File: config.mk
export PLATFORM = sky130hd
export DESIGN_NAME = core_dmem_arbiter
export DESIGN_NICKNAME = d
export VERILOG_FILES = /design/src/rtl/core_dmem_arbiter_pkg.sv /design/src/rtl/core_dmem_arb_sel.sv /design/src/rtl/core_dmem_arbiter.sv
export SDC_FILE = /design/constraint.sdc
export NUM_CORES = 1
export LEC_CHECK = 0
export BUFFER_PORTS_ARGS = -buffer_cell sky130_fd_sc_hd__buf_2
export CAP_MARGIN = 30
export CORE_AREA = 2 2 240 242
export DETAILED_ROUTE_END_ITERATION = 8
export DIE_AREA = 0 0 242 244
export PLACE_DENSITY = 0.33
export SLEW_MARGIN = 20
export SYNTH_ARGS = -nofsm -noshare
export SYNTH_HDL_FRONTEND = slang
export SYNTH_HIERARCHICAL = 1
export SYNTH_SLANG_ARGS = --single-unit
File: constraint.sdc
create_clock -name g_clk -period 4.7 [get_ports g_clk]
set_clock_uncertainty 0.15 [all_clocks]
set_input_delay 0.235 -clock g_clk [delete_from_list [all_inputs] [get_ports g_clk]]
set_output_delay 0.235 -clock g_clk [all_outputs]
set_load 0.01 [all_outputs]
File: src/rtl/core_dmem_arbiter_pkg.sv
// core_dmem_arbiter_pkg
//   Shared widths and port identifiers for the core data-memory arbiter.
//   MEM_ADDR_R / MEM_DATA_R / MEM_STRB_R : default bus widths
//   ARB_P0 / ARB_P1                      : select encoding (p0 = LSU, p1 = debug/DMA)
package core_dmem_arbiter_pkg;

  localparam int MEM_ADDR_R = 64;
  localparam int MEM_DATA_R = 64;
  localparam int MEM_STRB_R = MEM_DATA_R / 8;

  localparam logic ARB_P0 = 1'b0;
  localparam logic ARB_P1 = 1'b1;

endpackage

File: src/rtl/core_dmem_arb_sel.sv
// core_dmem_arb_sel
//   Requester select for the dmem arbiter: owns the lock and priority
//   registers and produces sel. No datapath here.
//   Build option: CORE_DMEM_ARB_RR_EN -> round-robin priority; otherwise
//   p0 always wins a contest and no priority flop exists.
//
//   clk_i      in   clock
//   rst_ni     in   async reset, active low
//   req0_i     in   p0 request
//   req1_i     in   p1 request
//   bus_req_i  in   request actually presented to memory this cycle
//   bus_gnt_i  in   memory grant
//   sel_o      out  selected requester (ARB_P0 / ARB_P1)
module core_dmem_arb_sel
  import core_dmem_arbiter_pkg::*;
(
  input  logic clk_i,
  input  logic rst_ni,
  input  logic req0_i,
  input  logic req1_i,
  input  logic bus_req_i,
  input  logic bus_gnt_i,
  output logic sel_o
);

  logic lock_valid_q, lock_valid_d;
  logic lock_owner_q, lock_owner_d;
  logic prio;

  always_comb begin
    if (lock_valid_q) begin
      sel_o = lock_owner_q;
    end else if (req0_i ^ req1_i) begin
      sel_o = req1_i ? ARB_P1 : ARB_P0;
    end else begin
      sel_o = prio;
    end
  end

  // A stalled request pins the bus to its owner until memory accepts it.
  always_comb begin
    lock_valid_d = lock_valid_q;
    lock_owner_d = lock_owner_q;
    if (bus_gnt_i) begin
      lock_valid_d = 1'b0;
    end else if (bus_req_i) begin
      lock_valid_d = 1'b1;
      lock_owner_d = sel_o;
    end
  end

  always_ff @(posedge clk_i or negedge rst_ni) begin
    if (!rst_ni) begin
      lock_valid_q <= 1'b0;
      lock_owner_q <= ARB_P0;
    end else begin
      lock_valid_q <= lock_valid_d;
      lock_owner_q <= lock_owner_d;
    end
  end

`ifdef CORE_DMEM_ARB_RR_EN
  logic prio_q, prio_d;

  always_comb begin
    prio_d = prio_q;
    if (bus_req_i && bus_gnt_i) begin
      prio_d = ~sel_o;
    end
  end

  always_ff @(posedge clk_i or negedge rst_ni) begin
    if (!rst_ni) begin
      prio_q <= ARB_P0;
    end else begin
      prio_q <= prio_d;
    end
  end

  assign prio = prio_q;
`else
  assign prio = ARB_P0;
`endif

endmodule

File: src/rtl/core_dmem_arbiter.sv
// core_dmem_arbiter
//   Shares the core data-memory port between p0 (LSU) and p1 (debug/DMA).
//   The chosen requester is held until granted; the response, one cycle
//   after grant, is routed back to the grant owner.
//   Build option: CORE_DMEM_ARB_RR_EN (round-robin; default fixed p0 priority).
//
//   g_clk, g_resetn                    clock, async active-low reset
//   pN_req/addr/wen/strb/wdata   in    requester N command (held until pN_gnt)
//   pN_gnt                       out   request accepted this cycle
//   pN_rsp/err/rdata             out   response to requester N
//   dmem_req/addr/wen/strb/wdata out   memory command
//   dmem_gnt                     in    memory accepted command
//   dmem_err/rdata               in    memory response, cycle after dmem_gnt
module core_dmem_arbiter
  import core_dmem_arbiter_pkg::*;
#(
  parameter int AW = MEM_ADDR_R,
  parameter int DW = MEM_DATA_R,
  parameter int SW = DW / 8
) (
  input  logic          g_clk,
  input  logic          g_resetn,

  input  logic          p0_req,
  input  logic [AW-1:0] p0_addr,
  input  logic          p0_wen,
  input  logic [SW-1:0] p0_strb,
  input  logic [DW-1:0] p0_wdata,
  output logic          p0_gnt,
  output logic          p0_rsp,
  output logic          p0_err,
  output logic [DW-1:0] p0_rdata,

  input  logic          p1_req,
  input  logic [AW-1:0] p1_addr,
  input  logic          p1_wen,
  input  logic [SW-1:0] p1_strb,
  input  logic [DW-1:0] p1_wdata,
  output logic          p1_gnt,
  output logic          p1_rsp,
  output logic          p1_err,
  output logic [DW-1:0] p1_rdata,

  output logic          dmem_req,
  output logic [AW-1:0] dmem_addr,
  output logic          dmem_wen,
  output logic [SW-1:0] dmem_strb,
  output logic [DW-1:0] dmem_wdata,
  input  logic          dmem_gnt,
  input  logic          dmem_err,
  input  logic [DW-1:0] dmem_rdata
);

  logic sel;
  logic live_q;
  logic grant;
  logic rsp_pend_q, rsp_pend_d;
  logic rsp_owner_q, rsp_owner_d;

  // Holds the bus idle for the first cycle after reset release.
  always_ff @(posedge g_clk or negedge g_resetn) begin
    if (!g_resetn) begin
      live_q <= 1'b0;
    end else begin
      live_q <= 1'b1;
    end
  end

  core_dmem_arb_sel u_sel (
    .clk_i     (g_clk),
    .rst_ni    (g_resetn),
    .req0_i    (p0_req),
    .req1_i    (p1_req),
    .bus_req_i (dmem_req),
    .bus_gnt_i (dmem_gnt),
    .sel_o     (sel)
  );

  assign dmem_req   = live_q && ((sel == ARB_P1) ? p1_req : p0_req);
  assign dmem_addr  = (sel == ARB_P1) ? p1_addr  : p0_addr;
  assign dmem_wen   = (sel == ARB_P1) ? p1_wen   : p0_wen;
  assign dmem_strb  = (sel == ARB_P1) ? p1_strb  : p0_strb;
  assign dmem_wdata = (sel == ARB_P1) ? p1_wdata : p0_wdata;

  assign grant  = dmem_req && dmem_gnt;
  assign p0_gnt = grant && (sel == ARB_P0);
  assign p1_gnt = grant && (sel == ARB_P1);

  always_comb begin
    rsp_pend_d  = grant;
    rsp_owner_d = rsp_owner_q;
    if (grant) begin
      rsp_owner_d = sel;
    end
  end

  always_ff @(posedge g_clk or negedge g_resetn) begin
    if (!g_resetn) begin
      rsp_pend_q  <= 1'b0;
      rsp_owner_q <= ARB_P0;
    end else begin
      rsp_pend_q  <= rsp_pend_d;
      rsp_owner_q <= rsp_owner_d;
    end
  end

  assign p0_rsp   = rsp_pend_q && (rsp_owner_q == ARB_P0);
  assign p1_rsp   = rsp_pend_q && (rsp_owner_q == ARB_P1);
  assign p0_err   = p0_rsp && dmem_err;
  assign p1_err   = p1_rsp && dmem_err;
  assign p0_rdata = p0_rsp ? dmem_rdata : '0;
  assign p1_rdata = p1_rsp ? dmem_rdata : '0;

endmodule

==> run_results.csv <==
group,metric,value,unit
routing,ant_nets,0,
sta,min_period,2611,ps
routing,via_per_inst,2.934,
cells_and_area,drive_gt1_share,83.30,%
clock_network,cts.sinks,5,
setup_path,r2r-end,"u_sel/lock_owner_q",
hold_path,holdPathEnd,"u_sel/lock_valid_q",
yosys,yosysWarningCount,6,
cells_and_area,final_common_cell,"buf_2",
yosys,synth_nets,674,
routing,vias,4959,
cells_and_area,fin_cells,1690,
global_routing,grt_use_total,7.448,%
setup_path,critPathLaunch,"u_sel/lock_valid_q",
power,vdd_drop_max,0.08681,mV
yosys,ys_types,23,
floorplanning,die_x,242,microns
clock_network,cts_buffers,3,
global_routing,grt_max_degree,69,
placed_design,pre_cts_slack,2211,ps
yosys,avgSynthCellArea,9.604,sq um
yosys,ys_ff_latch,5,
setup_path,cp.required,4320,ps
sta,slew_violations,0,
yosys,synthCells,330,
sta,fmax,383.0,MHz
clock_network,cts_tree,"yes",
floorplanning,start_util,5.642,%
floorplanning,core_area,56170,sq um
routing,dr.first_iter.drc_count,151,
setup_path,max_stage_delay,440,ps
outcome,status,"completed",
setup_path,path_class,"flop to primary output",
hold_path,holdPathStages,2,
clock_network,ctsResizeCount,0,
global_routing,grt_pass1_vias,4895,
cells_and_area,nets,1273,
sta,holdWs,90.71,ps
floorplanning,ios,616,
routing,drc_errors,0,
cells_and_area,mostFrequentLayoutCells,"buf_2, mux2_4, and2_1, and3_1, mux2_2",
setup_path,slowest_stage,"mux2_2",
sta,hold_viol_final,0,
clock_network,clock_tree.buffer_depth,2,
global_routing,grt_overflow,0,
cells_and_area,finish.utilization,12.88,%
setup_path,r2r_cells,5,
yosys,yosysSeqAreaShare,3.948,%
routing,finalWirelength,24360,microns
global_routing,grt_antenna_before_repair,11,
placed_design,finalWeightedCongestion,0.9704,
power,cellPowerDensity,138.4,nW/um^2
setup_path,arrival,2230,ps
setup_path,worstSetupEndpointType,"primary output",
placed_design,numPortBuffers,615,
clock_network,cts.htree.levels,1,
yosys,syn_area,3169,sq um
sta,slew_headroom,62.13,%
setup_path,crit_fanout,56,
placed_design,dp_hpwl,22260,microns
sta,setup-violations-final,0,
setup_path,path_cells,"o21ai_4 > buf_16 > buf_12 > mux2_2 > buf_2",
floorplanning,rows,87,
sta,setup_tns,0,ps
cells_and_area,area_growth,128.3,%
setup_path,r2r_slack,2790,ps
clock_network,cts_root_buffer,"clkbuf_16",
hold_path,hold_class,"input port to flop",
clock_network,clock_latency,230,ps
power,p_leak,4.317,nW
placed_design,placedCellCount,1679,
sta,finalCritPeriodShare,55.55,%
sta,worst_slew_pin_slew,568.1,ps
global_routing,grt_pass1_wl,32300,microns
floorplanning,fp.dieArea,59050,sq um
routing,wl_per_cell,14.42,microns
flow_run,maxCapViolations,0,
setup_path,reg2reg_from,"u_sel/lock_valid_q",
routing,first_pass_iters,4,
sta,finalWorstSetupSlack,2089,ps
floorplanning,die_h,244,microns
setup_path,cp-start-kind,"flop",
clock_network,clk_pin_slew,30,ps
sta,rsz0062_at_grt,"no",
hold_path,hp-start,"dmem_gnt",
==> cells in the mapped netlist <==
library cell / n / share of area, %
and4b_1: 1 / 0.32
buf_6: 10 / 3.6
nor3_1: 1 / 0.16
buf_2: 6 / 0.95
mux2i_1: 2 / 0.63
and2_1: 66 / 13
dfrtp_1: 5 / 3.9
nand2b_1: 1 / 0.20
o21ai_0: 1 / 0.16
nor2_1: 5 / 0.59
clkbuf_2: 7 / 1.1
mux2_2: 49 / 17
nand2_1: 3 / 0.36
clkbuf_1: 13 / 1.5
inv_1: 1 / 0.12
and3_1: 65 / 13
nor3b_2: 1 / 0.39
conb_1: 1 / 0.12
a31oi_1: 1 / 0.20
nor2b_1: 1 / 0.20
nor2b_2: 1 / 0.28
buf_4: 1 / 0.24
mux2_4: 88 / 42
==> state kept, by name (all words and copies together) (netlist names) <==
register and flops:
live_q 1, rsp_owner_q 1, rsp_pend_q 1, u_sel/lock_owner_q 1, u_sel/lock_valid_q 1
==> how the worst max path moves through the flow <==
| stage | to | cells after the start |
|---|---|---|
| final | dmem_addr[25] | 5 |
| after global routing | dmem_addr[25] | 5 |
| after CTS | dmem_addr[25] | 5 |
| after detailed placement | dmem_addr[25] | 7 |
| after global placement | dmem_addr[25] | 6 |
| after floorplan | u_sel/lock_owner_q | 7 |
==> layer usage <==
layer | track usage (%) | vias up | part of all wire [%]
met3 | 2.425 | 33 | 10
met1 | 7.882 | 2207 | 35
li1 | - | 2370 | -
met2 | 13.48 | 343 | 51
met5 | 0 | - | 0.14
met4 | 3.268 | 6 | 3.6
==> stage by stage <==
stage	power (mW)	instance area (sq um)
6_report	1.002	7237
5_1_grt	1.069	7237
4_1_cts	1.019	7222
3_5_place_dp	0.8706	7133
3_3_place_gp	0.8700	7086
2_1_floorplan	0.4966	3169
==> cell type report <==
type | instances | area, sq um
inverter | 1 | 3.754
clock buffer | 4 | 78.83
sequential | 5 | 125.1
antenna | 6 | 15.01
timing repair buffer | 631 | 3246
fill | 6569 | 48930
tap | 756 | 945.9
multi-input combinational | 287 | 2823
==> report_power, final <==
group / switching, mW / internal [mW] / total (mW) / leakage [nW]
Sequential: 0.00355 / 0.0477 / 0.0513 / 0.0646
Clock: 0.0285 / 0.112 / 0.141 / 0.0382
Combinational: 0.366 / 0.443 / 0.810 / 4.21
Total: 0.399 / 0.603 / 1.00 / 4.32
==> kinds of logic (layout without fill, tap and decap cells) <==
logic type             count (synthesis)  in the layout  share of synthesized area (%)
flip-flops                             5              5                          3.948
other                                  1              7                         0.1183
buffers and inverters                 38            636                          7.501
multiplexers                         139            139                          59.73
AO/OA/AOI/OAI                          2              2                         0.3553
AND/OR/NAND/NOR                      145            145                          28.35
==> critical path: cells and delay by family (launching register included) <==
kind | cells | cell delay [ps]
multiplexers | 1 | 440
AO/OA/AOI/OAI | 1 | 390
buffers and inverters | 3 | 670
flip-flops | 1 | 430
==> timing repair <==
item | 4_1_cts | 5_1_grt
hold endpoints to repair | 5 | 0
buffers inserted | 0 | 0
hold buffers | 1 | 0
setup endpoints to repair | 0 | 0
No activity file was read; power rests on OpenSTA's default activity.
